--- src/rtl/bias_accum_relu_stage_pkg.sv ---
// Shared constants and lane helpers for the bias/accumulate/ReLU output stage.
// Lane i of any packed vector lives at bits [18*(i+1)-1:18*i].
package bias_accum_relu_stage_pkg;

  localparam int DATA_W     = 18;
  localparam int SAT_IN_W   = 64;
  localparam int MAX_LANES  = 64;
  localparam int LANE_VEC_W = DATA_W * MAX_LANES;

  localparam logic signed [SAT_IN_W-1:0] SAT_MAX = 64'sd131071;
  localparam logic signed [SAT_IN_W-1:0] SAT_MIN = -64'sd131072;

  // Callers zero-extend their packed vector to LANE_VEC_W so one helper serves any lane count.
  function automatic logic [DATA_W-1:0] lane_slice(input logic [LANE_VEC_W-1:0] vec,
                                                   input int unsigned idx);
    return vec[idx*DATA_W +: DATA_W];
  endfunction

  function automatic logic [DATA_W-1:0] saturate_relu(input logic signed [SAT_IN_W-1:0] sum,
                                                      input logic reluEn);
    logic [DATA_W-1:0] clipped;
    if (sum > SAT_MAX) begin
      clipped = SAT_MAX[DATA_W-1:0];
    end else if (sum < SAT_MIN) begin
      clipped = SAT_MIN[DATA_W-1:0];
    end else begin
      clipped = sum[DATA_W-1:0];
    end
    if (reluEn && clipped[DATA_W-1]) begin
      clipped = '0;
    end
    return clipped;
  endfunction

endpackage

--- src/rtl/bias_accum_relu_stage_lane.sv ---
// One lane: wrapping accumulator, then bias add, 18-bit saturation and optional ReLU
// on the final beat of an output pixel.
module bias_lane_acc
  import bias_accum_relu_stage_pkg::*;
#(
  parameter int ACC_W   = 24,
  parameter bit RELU_EN = 1'b1
) (
  input  logic              clk,
  input  logic              rst_n,
  input  logic              fire_i,
  input  logic              firstBeat_i,
  input  logic              lastBeat_i,
  input  logic [DATA_W-1:0] data_i,
  input  logic [DATA_W-1:0] bias_i,
  output logic [DATA_W-1:0] result_o
);

  logic signed [ACC_W-1:0]    acc_q, acc_d;
  logic signed [ACC_W-1:0]    accBase, dataExt, biasExt;
  logic signed [ACC_W:0]      sumWide;
  logic signed [SAT_IN_W-1:0] sumSat;
  logic [DATA_W-1:0]          result_q, result_d;

  // The first beat starts from zero rather than the stale accumulator, which also
  // makes a single-chunk configuration reduce to in + bias.
  always_comb begin
    dataExt  = {{(ACC_W-DATA_W){data_i[DATA_W-1]}}, data_i};
    biasExt  = {{(ACC_W-DATA_W){bias_i[DATA_W-1]}}, bias_i};
    accBase  = firstBeat_i ? '0 : acc_q;
    acc_d    = accBase + dataExt;
    sumWide  = {accBase[ACC_W-1], accBase} + {dataExt[ACC_W-1], dataExt}
             + {biasExt[ACC_W-1], biasExt};
    sumSat   = {{(SAT_IN_W-ACC_W-1){sumWide[ACC_W]}}, sumWide};
    result_d = saturate_relu(sumSat, RELU_EN);
  end

  always_ff @(posedge clk or negedge rst_n) begin
    if (!rst_n) begin
      acc_q    <= '0;
      result_q <= '0;
    end else if (fire_i) begin
      if (lastBeat_i) begin
        result_q <= result_d;
      end else begin
        acc_q <= acc_d;
      end
    end
  end

  assign result_o = result_q;

endmodule

--- src/rtl/bias_accum_relu_stage.sv ---
// Output stage of a layer: accumulates N_CHUNKS partial-sum beats per lane, adds bias,
// saturates/ReLUs and hands the vector downstream over valid/ready.
module bias_accum_relu_stage
  import bias_accum_relu_stage_pkg::*;
#(
  parameter int N_adder_tree = 16,
  parameter int N_CHUNKS     = 4,
  parameter int ACC_W        = 24,
  parameter bit RELU_EN      = 1'b1
) (
  input  logic                           clk,
  input  logic                           rst_n,
  input  logic [N_adder_tree*DATA_W-1:0] bias,
  input  logic [N_adder_tree*DATA_W-1:0] in_data,
  input  logic                           in_valid,
  output logic                           in_ready,
  output logic [N_adder_tree*DATA_W-1:0] out_data,
  output logic                           out_valid,
  input  logic                           out_ready,
  output logic                           busy
);

  localparam int CNT_W = (N_CHUNKS > 1) ? $clog2(N_CHUNKS) : 1;
  localparam logic [CNT_W-1:0] LAST_CNT = CNT_W'(N_CHUNKS - 1);

  logic [CNT_W-1:0]      count_q, count_d;
  logic                  outValid_q, outValid_d;
  logic                  in_fire, out_fire, firstBeat, lastBeat;
  logic [LANE_VEC_W-1:0] biasWide, dataWide;

  // A held output blocks every lane at once, so accumulators and count freeze together.
  assign in_ready  = ~outValid_q | out_ready;
  assign in_fire   = in_valid & in_ready;
  assign out_fire  = outValid_q & out_ready;
  assign firstBeat = (count_q == '0);
  assign lastBeat  = (count_q == LAST_CNT);
  assign busy      = (count_q != '0);
  assign out_valid = outValid_q;

  assign biasWide = LANE_VEC_W'(bias);
  assign dataWide = LANE_VEC_W'(in_data);

  // A final beat landing in the same cycle as out_fire refills the output with no bubble.
  always_comb begin
    count_d    = count_q;
    outValid_d = outValid_q;
    if (out_fire) begin
      outValid_d = 1'b0;
    end
    if (in_fire) begin
      if (lastBeat) begin
        count_d    = '0;
        outValid_d = 1'b1;
      end else begin
        count_d = count_q + CNT_W'(1);
      end
    end
  end

  always_ff @(posedge clk or negedge rst_n) begin
    if (!rst_n) begin
      count_q    <= '0;
      outValid_q <= 1'b0;
    end else begin
      count_q    <= count_d;
      outValid_q <= outValid_d;
    end
  end

  for (genvar i = 0; i < N_adder_tree; i++) begin : g_lane
    bias_lane_acc #(
      .ACC_W   (ACC_W),
      .RELU_EN (RELU_EN)
    ) u_lane (
      .clk         (clk),
      .rst_n       (rst_n),
      .fire_i      (in_fire),
      .firstBeat_i (firstBeat),
      .lastBeat_i  (lastBeat),
      .data_i      (lane_slice(dataWide, i)),
      .bias_i      (lane_slice(biasWide, i)),
      .result_o    (out_data[i*DATA_W +: DATA_W])
    );
  end

endmodule

--- config.mk ---
export PLATFORM = sky130hd
export DESIGN_NAME = bias_accum_relu_stage
export DESIGN_NICKNAME = d
export VERILOG_FILES = /design/src/rtl/bias_accum_relu_stage_pkg.sv /design/src/rtl/bias_accum_relu_stage_lane.sv /design/src/rtl/bias_accum_relu_stage.sv
export SDC_FILE = /design/constraint.sdc
export NUM_CORES = 2
export LEC_CHECK = 0
export ABC_AREA = 1
export BUFFER_PORTS_ARGS = -buffer_cell sky130_fd_sc_hd__buf_2
export CAP_MARGIN = 10
export CORE_MARGIN = 5
export CORE_UTILIZATION = 67
export DETAILED_ROUTE_END_ITERATION = 12
export GPL_TIMING_DRIVEN = 0
export PLACE_DENSITY = 0.91
export SKIP_CTS_REPAIR_TIMING = 1
export SYNTH_ARGS = -nofsm -noshare
export SYNTH_HDL_FRONTEND = slang
export SYNTH_SLANG_ARGS = --single-unit
--- constraint.sdc ---
create_clock -name clk -period 6 [get_ports clk]
set_input_delay 0.9 -clock clk [delete_from_list [all_inputs] [get_ports clk]]
set_output_delay 0.9 -clock clk [all_outputs]
set_load 0.02 [all_outputs]
# == Word level (Yosys, flattened, before mapping) ==
# Index checks and enable logic that the tools add are counted.
# classes
n_addsub,49
mul,0
n_div,0
magnitude_cmp,32
eq_ne,1
shift,0
n_mux,68
n_bitwise,5
n_reduce_logical,4
# op_table
operator,n
18-bit 2-to-1 mux,32
24-bit by 18-bit adder with 25-bit output,16
25-bit adder,16
"25-bit by 18-bit > comparator with 1-bit output, second input constant",16
"25-bit by 18-bit < comparator with 1-bit output, second input constant",16
24-bit by 18-bit adder with 24-bit output,16
24-bit 2-to-1 mux,16
17-bit 2-to-1 mux,16
2-bit AND reduction,2
1-bit 2-to-1 mux,3
"2-bit by 1-bit adder with 2-bit output, second input constant",1
1-bit AND,2
"2-bit == test, second input constant",1
2-bit zero test,1
2-bit 2-to-1 mux,1
1-bit inverter,2
2-bit nonzero test,1
1-bit bitwise OR,1
# word_totals
regBits,675
latchBits,0
mem_bits_rw,0
mem_bits_ro,0
inputBits,580
memories,0

# == Logic depth before layout (Yosys ltp) ==
# depth
depth_word,8
depth_mapped,28
depth_no_buf,25

# == Cells and area by module ==
# From an unflattened synthesis, not the netlist that was laid out.
# hier_totals
cells_unflattened,13112
area_unflattened_um2,85161.7
# modules_own_cells
module,n_inst,cells_per_inst,area_each_um2,seq_area_each_um2
bias_lane_acc (g_lane[11].u_lane ...),5,844,5386.4,1026.0
bias_lane_acc (g_lane[0].u_lane ...),5,807,5296.3,1026.0
bias_lane_acc (g_lane[6].u_lane ...),3,803,5222.5,1026.0
bias_lane_acc (g_lane[15].u_lane),1,819,5386.4,1026.0
bias_lane_acc (g_lane[9].u_lane),1,808,5282.6,1026.0
bias_lane_acc (g_lane[5].u_lane),1,800,5233.8,1026.0
bias_accum_relu_stage,1,21,177.7,75.1

# == Worst setup path after synthesis ==
# No wires, ideal clock.
# synth_timing
kind,register to register
from,reg count_q[0]
to,reg g_lane[15].u_lane.result_q[10]
setup_time_ns,0.117
arrival_time_ns,3.807
t_required_ns,5.883
slack_ns,2.076
stages_incl_launch_ff,29
path_buffers,3
synth_period_minus_slack_ns,3.924
cell_sequence,dfrtp_1 inv_1 ha_1 clkbuf_1 buf_1 nor2_1 inv_1 fa_1 inv_1 ha_1 inv_1 fa_1 inv_1 nand3_1 nand3_1 nand2_1 nand2_1 nand2_1 nand2_1 nand2_1 nand2_2 nand3_1 nor2_1 nand2_1 nand2_2 buf_6 nand2_1 nand2_1 nand2_1
# synth_between
elab_chain_cells,8
# synth_rtl
item,line_no,rtl
"start, declared",bias_accum_relu_stage.sv:26,"logic [CNT_W-1:0] count_q, count_d;"
"start signal, assigned",bias_accum_relu_stage.sv:65,count_q <= count_d;
2-bit zero test,bias_accum_relu_stage.sv:35,assign firstBeat = (count_q == '0);
24-bit 2-to-1 mux,bias_accum_relu_stage_lane.sv:30,accBase = firstBeat_i ? '0 : acc_q;
24-bit by 18-bit adder with 25-bit output,bias_accum_relu_stage_lane.sv:32,"sumWide = {accBase[ACC_W-1], accBase} + {dataExt[ACC_W-1], dataExt}"
25-bit adder,bias_accum_relu_stage_lane.sv:33,"+ {biasExt[ACC_W-1], biasExt};"
25-bit by 18-bit < comparator with 1-bit output,bias_accum_relu_stage_pkg.sv:24,end else if (sum < SAT_MIN) begin
18-bit 2-to-1 mux,bias_accum_relu_stage_pkg.sv:24,
18-bit 2-to-1 mux,bias_accum_relu_stage_pkg.sv:22,if (sum > SAT_MAX) begin
17-bit 2-to-1 mux,bias_accum_relu_stage_pkg.sv:29,if (reluEn && clipped[DATA_W-1]) begin
"end signal, assigned",bias_accum_relu_stage_lane.sv:44,result_q <= result_d;
"end, declared",bias_accum_relu_stage_lane.sv:23,"logic [DATA_W-1:0] result_q, result_d;"
# Several ways; a longest one is shown, not always the timed one.
# A chain may end at the register's enable or synchronous reset.

# == Worst setup path after layout ==
# layout_timing
from,reg count_q[0]
to,reg g_lane[10].u_lane.result_q[7]
# layout_between
elab_chain_cells,8
# layout_rtl
item,line_no
2-bit zero test,bias_accum_relu_stage.sv:35
24-bit 2-to-1 mux,bias_accum_relu_stage_lane.sv:30
24-bit by 18-bit adder with 25-bit output,bias_accum_relu_stage_lane.sv:32
25-bit adder,bias_accum_relu_stage_lane.sv:33
25-bit by 18-bit < comparator with 1-bit output,bias_accum_relu_stage_pkg.sv:24
18-bit 2-to-1 mux,bias_accum_relu_stage_pkg.sv:24
18-bit 2-to-1 mux,bias_accum_relu_stage_pkg.sv:22
17-bit 2-to-1 mux,bias_accum_relu_stage_pkg.sv:29
"end signal, assigned",bias_accum_relu_stage_lane.sv:44
"end, declared",bias_accum_relu_stage_lane.sv:23
# Several ways; a longest one is shown, not always the timed one.

==> impl_metrics.tcl <==
set metrics [dict create \
    postSynth.asyncResetShare_pct 100 \
    synth_edf_count 0 \
    design.die.area_mm2 0.130 \
    finish.instance_area_mm2 0.0923 \
    via_count_of_the_first_global_routing_pass 87400 \
    synth_xor_xnor_area_share_pct 5.16 \
    hold_viol_final 0 \
    setup_violating_endpoint_count_in_the_final_report 0 \
    netlist-cell-type-count 62 \
    synth_ff_type "sky130_fd_sc_hd__dfrtp_1" \
    kind_of_start_point_of_the_critical_path "flop" \
    vias_per_cell 5.96 \
    synth_cells 12500 \
    drtIter0Drc 10600 \
    ratio_of_final_minimum_period_to_clock_period_pct 97.0 \
    coreArea_mm2 0.122 \
    worstHoldPathType "input port to async pin" \
    postRouteAntennaNets 0 \
    sum_of_routed_wire_segments_on_met1_mm 111 \
    io_buffer_count 854 \
    post_synthesis_cell_area_mm2 0.0823 \
    grt_first_pass_wirelength_mm 477 \
    io_pins 871 \
    postRouteWirelength_mm 313 \
    htreeDepth 3 \
    cts_root_buffer "sky130_fd_sc_hd__clkbuf_16" \
    gp_routability_congestion 1.09 \
    finalClockSkew_ns 0.0390 \
    place_area_mm2 0.0890 \
    outcome "complete, no violations" \
    yosys_warnings 0 \
    max-cap-violations 0 \
    start_util_pct 67.6 \
    ctsLongestPathBuffers 3 \
    largest_net_degree_at_the_start_of_global_routing 115 \
    fp-row-count 128 \
    layout_setup_ws_ns 0.183 \
    critical_path_peak_fanout 10 \
    globalRouteOverflowTotal 0 \
    fp.dieW_um 361 \
    synth_top_family_by_area "simple AND/OR/NAND/NOR gates" \
    via_count 90600 \
    number_of_pins_exceeding_their_max_slew_limit_in_the_final_report 0 \
    post_synth.cell_area_avg_um2 6.61 \
    synth_area_in_adders_pct 20.9 \
    cts_tree "done" \
    route.detailed.drc 0 \
    ys_seq_area_share_pct 20.0 \
    gr-usage-all-layers_pct 46.4 \
    worst_setup_hold_path_clk_slew_ns 0.06 \
    synth.mux.area_fraction_pct 0 \
    detailedPlace.worstSlack_ns -0.113 \
    area_delta_synth_final_pct 12.1 \
    fin_worst_hold_slack_ns 0.0959 \
    drive_gt1_share_pct 10.5 \
    maxUsedRoutingLayer "met5" \
    tritoncts_num_sinks 659 \
    critPathCaptureType "flop" \
    num-nets-final 15100 \
    detail_route.wl_per_cell_um 20.6 \
    setup_repair_after_global_routing_missed_its_margin "no" \
    worst_ep_arrival_time_ns 6.42 \
    worst_ep_required_time_ns 6.60 \
    timing_worst_slew_pin_value_ns 1.44 \
    clk-insertion-delay-late_ns 0.73 \
    antenna_found_initial 91 \
    max-slew-margin-rel_pct 3.71 \
    wl_met3_mm 41.9 \
    fin_crit_ns 5.82 \
    achievable-frequency_mhz 172 \
    dp.final_hpwl_mm 252 \
    chipHeight_um 361 \
    dr_wl_met2_mm 132 \
    totalNegativeSetupSlack_ns 0 \
    synthesized_area_fraction_occupied_by_and_or_nand_nor_cells_pct 32.0 \
    dr.pass1.iters 9 \
    fraction_of_the_mapped_netlist_area_in_compound_gates_pct 11.8 \
    synth-seq-cells 659 \
    numCtsBuffers 86 \
    worst-setup-path-type "flop to flop" \
    setup.reg_to_reg.worst_slack_ns 0.18 \
]
[logic make-up after synthesis]
kind of cell / Yosys count
AND/OR/NAND/NOR: 6316
buffers and inverters: 2134
AO/OA/AOI/OAI: 1723
adder cells (fa/ha/maj): 1138
flip-flops: 659
XOR/XNOR: 481
other: 1
[cell usage in the layout (no fill, tap or decap), types with 27 or more instances in the layout]
cell type,Yosys,final
sky130_fd_sc_hd__a21boi_1,73,73
sky130_fd_sc_hd__nand2_1,3861,3861
sky130_fd_sc_hd__xor2_1,223,223
sky130_fd_sc_hd__o21ai_0,490,490
sky130_fd_sc_hd__nor3_1,118,118
sky130_fd_sc_hd__or2_2,132,132
sky130_fd_sc_hd__nand4_1,153,153
sky130_fd_sc_hd__buf_2,33,887
sky130_fd_sc_hd__o22ai_1,27,27
sky130_fd_sc_hd__o21a_1,32,32
sky130_fd_sc_hd__o21ai_1,134,134
sky130_fd_sc_hd__a21oi_1,695,695
sky130_fd_sc_hd__fa_1,400,400
sky130_fd_sc_hd__nor2_1,1060,1060
sky130_fd_sc_hd__clkbuf_1,150,141
sky130_fd_sc_hd__a21boi_0,34,34
sky130_fd_sc_hd__buf_4,40,40
sky130_fd_sc_hd__nand3_1,759,759
sky130_fd_sc_hd__dfrtp_1,659,659
sky130_fd_sc_hd__nand2_2,58,58
sky130_fd_sc_hd__xnor2_1,256,256
sky130_fd_sc_hd__ha_1,738,738
sky130_fd_sc_hd__inv_2,28,28
sky130_fd_sc_hd__nand3b_1,93,93
sky130_fd_sc_hd__inv_1,1852,1852
sky130_fd_sc_hd__o21bai_1,102,102
sky130_fd_sc_hd__clkbuf_16,0,89
sky130_fd_sc_hd__diode_2,0,97
[flip-flops by register name, summed over array words and instances (netlist names)]
signal and count:
g_lane.u_lane.acc_q 384, g_lane.u_lane.result_o 272, count_q 2, out_valid 1
[final cells by class]
type / instances / area [um^2]
timing repair buffer: 867 / 4580
sequential: 659 / 16500
fill: 9724 / 29600
buffer: 251 / 1260
inverter: 1883 / 7070
multi-input combinational: 9674 / 57600
tap: 1625 / 2030
antenna: 97 / 243
clock buffer: 117 / 2500
clock inverter: 42 / 512
[per-layer routing]
metal,vias to the layer above,GRT usage [%]
met5,-,0
met4,26,34.6
li1,41700,-
met2,5811,70.0
met1,41500,56.1
met3,1603,14.2
[worst max-delay path: stages (launching register included)]
cell	delay, ns
sky130_fd_sc_hd__dfrtp_1	0.41
sky130_fd_sc_hd__inv_1	0.08
sky130_fd_sc_hd__ha_1	0.20
sky130_fd_sc_hd__clkbuf_1	0.66
sky130_fd_sc_hd__clkbuf_2	0.54
sky130_fd_sc_hd__clkdlybuf4s15_1	0.78
sky130_fd_sc_hd__nor2_1	0.22
sky130_fd_sc_hd__fa_1	0.48
sky130_fd_sc_hd__ha_1	0.38
sky130_fd_sc_hd__a21oi_1	0.33
sky130_fd_sc_hd__nand3_1	0.25
sky130_fd_sc_hd__nand2_1	0.11
sky130_fd_sc_hd__nand2_1	0.09
sky130_fd_sc_hd__nand2_1	0.12
sky130_fd_sc_hd__nand2_1	0.06
sky130_fd_sc_hd__nand2_1	0.05
sky130_fd_sc_hd__nand2_1	0.04
sky130_fd_sc_hd__nor2_1	0.17
sky130_fd_sc_hd__nand3_1	0.20
sky130_fd_sc_hd__nand2_2	0.23
sky130_fd_sc_hd__buf_4	0.21
sky130_fd_sc_hd__a21oi_1	0.09
[path summary, 6_finish.rpt]
kind                                                             from                                          to  depth (start not counted)
max                                            count_q[0]$_DFFE_PN0P_   g_lane[10].u_lane.result_o[7]$_DFFE_PN0P_                         21
min                                                             rst_n   g_lane[4].u_lane.result_o[13]$_DFFE_PN0P_                          1
max reg2reg                                    count_q[0]$_DFFE_PN0P_   g_lane[10].u_lane.result_o[7]$_DFFE_PN0P_                         21
min reg2reg                g_lane[15].u_lane.result_o[12]$_DFFE_PN0P_  g_lane[15].u_lane.result_o[12]$_DFFE_PN0P_                          2
max in group asynchronous                                       rst_n   g_lane[14].u_lane.result_o[8]$_DFFE_PN0P_                          3
min in group clk           g_lane[15].u_lane.result_o[12]$_DFFE_PN0P_  g_lane[15].u_lane.result_o[12]$_DFFE_PN0P_                          2
[through the flow]
step	utilization, %	instances
final	75.7	15200
after global routing	75.6	15100
after CTS	75.5	15100
after detailed placement	73.0	15000
after global placement	72.8	14900
after floorplan	-	12500
[cells in the mapped netlist, types with 15 or more instances]
cell / n / area (um^2)
sky130_fd_sc_hd__nand2_1: 3861 / 14500
sky130_fd_sc_hd__inv_1: 1852 / 6950
sky130_fd_sc_hd__nor2_1: 1060 / 3980
sky130_fd_sc_hd__nand3_1: 759 / 3800
sky130_fd_sc_hd__ha_1: 738 / 9230
sky130_fd_sc_hd__a21oi_1: 695 / 3480
sky130_fd_sc_hd__dfrtp_1: 659 / 16500
sky130_fd_sc_hd__o21ai_0: 490 / 2450
sky130_fd_sc_hd__fa_1: 400 / 8010
sky130_fd_sc_hd__xnor2_1: 256 / 2240
sky130_fd_sc_hd__xor2_1: 223 / 1950
sky130_fd_sc_hd__nand4_1: 153 / 957
sky130_fd_sc_hd__clkbuf_1: 150 / 563
sky130_fd_sc_hd__o21ai_1: 134 / 671
sky130_fd_sc_hd__or2_2: 132 / 826
sky130_fd_sc_hd__nor3_1: 118 / 591
sky130_fd_sc_hd__o21bai_1: 102 / 766
sky130_fd_sc_hd__nand3b_1: 93 / 698
sky130_fd_sc_hd__a21boi_1: 73 / 548
sky130_fd_sc_hd__nand2_2: 58 / 363
sky130_fd_sc_hd__buf_4: 40 / 300
sky130_fd_sc_hd__a21boi_0: 34 / 255
sky130_fd_sc_hd__buf_2: 33 / 165
sky130_fd_sc_hd__o21a_1: 32 / 240
sky130_fd_sc_hd__inv_2: 28 / 105
sky130_fd_sc_hd__o22ai_1: 27 / 169
sky130_fd_sc_hd__a211oi_1: 25 / 188
sky130_fd_sc_hd__a31oi_1: 25 / 156
sky130_fd_sc_hd__a21o_1: 21 / 158
sky130_fd_sc_hd__buf_1: 17 / 63.8
sky130_fd_sc_hd__nor2_2: 16 / 100
sky130_fd_sc_hd__or2_1: 15 / 93.8
Power is left out: the tool's default activity adds up to more than one toggle a clock period on the data nets, which glitch-free logic cannot reach.
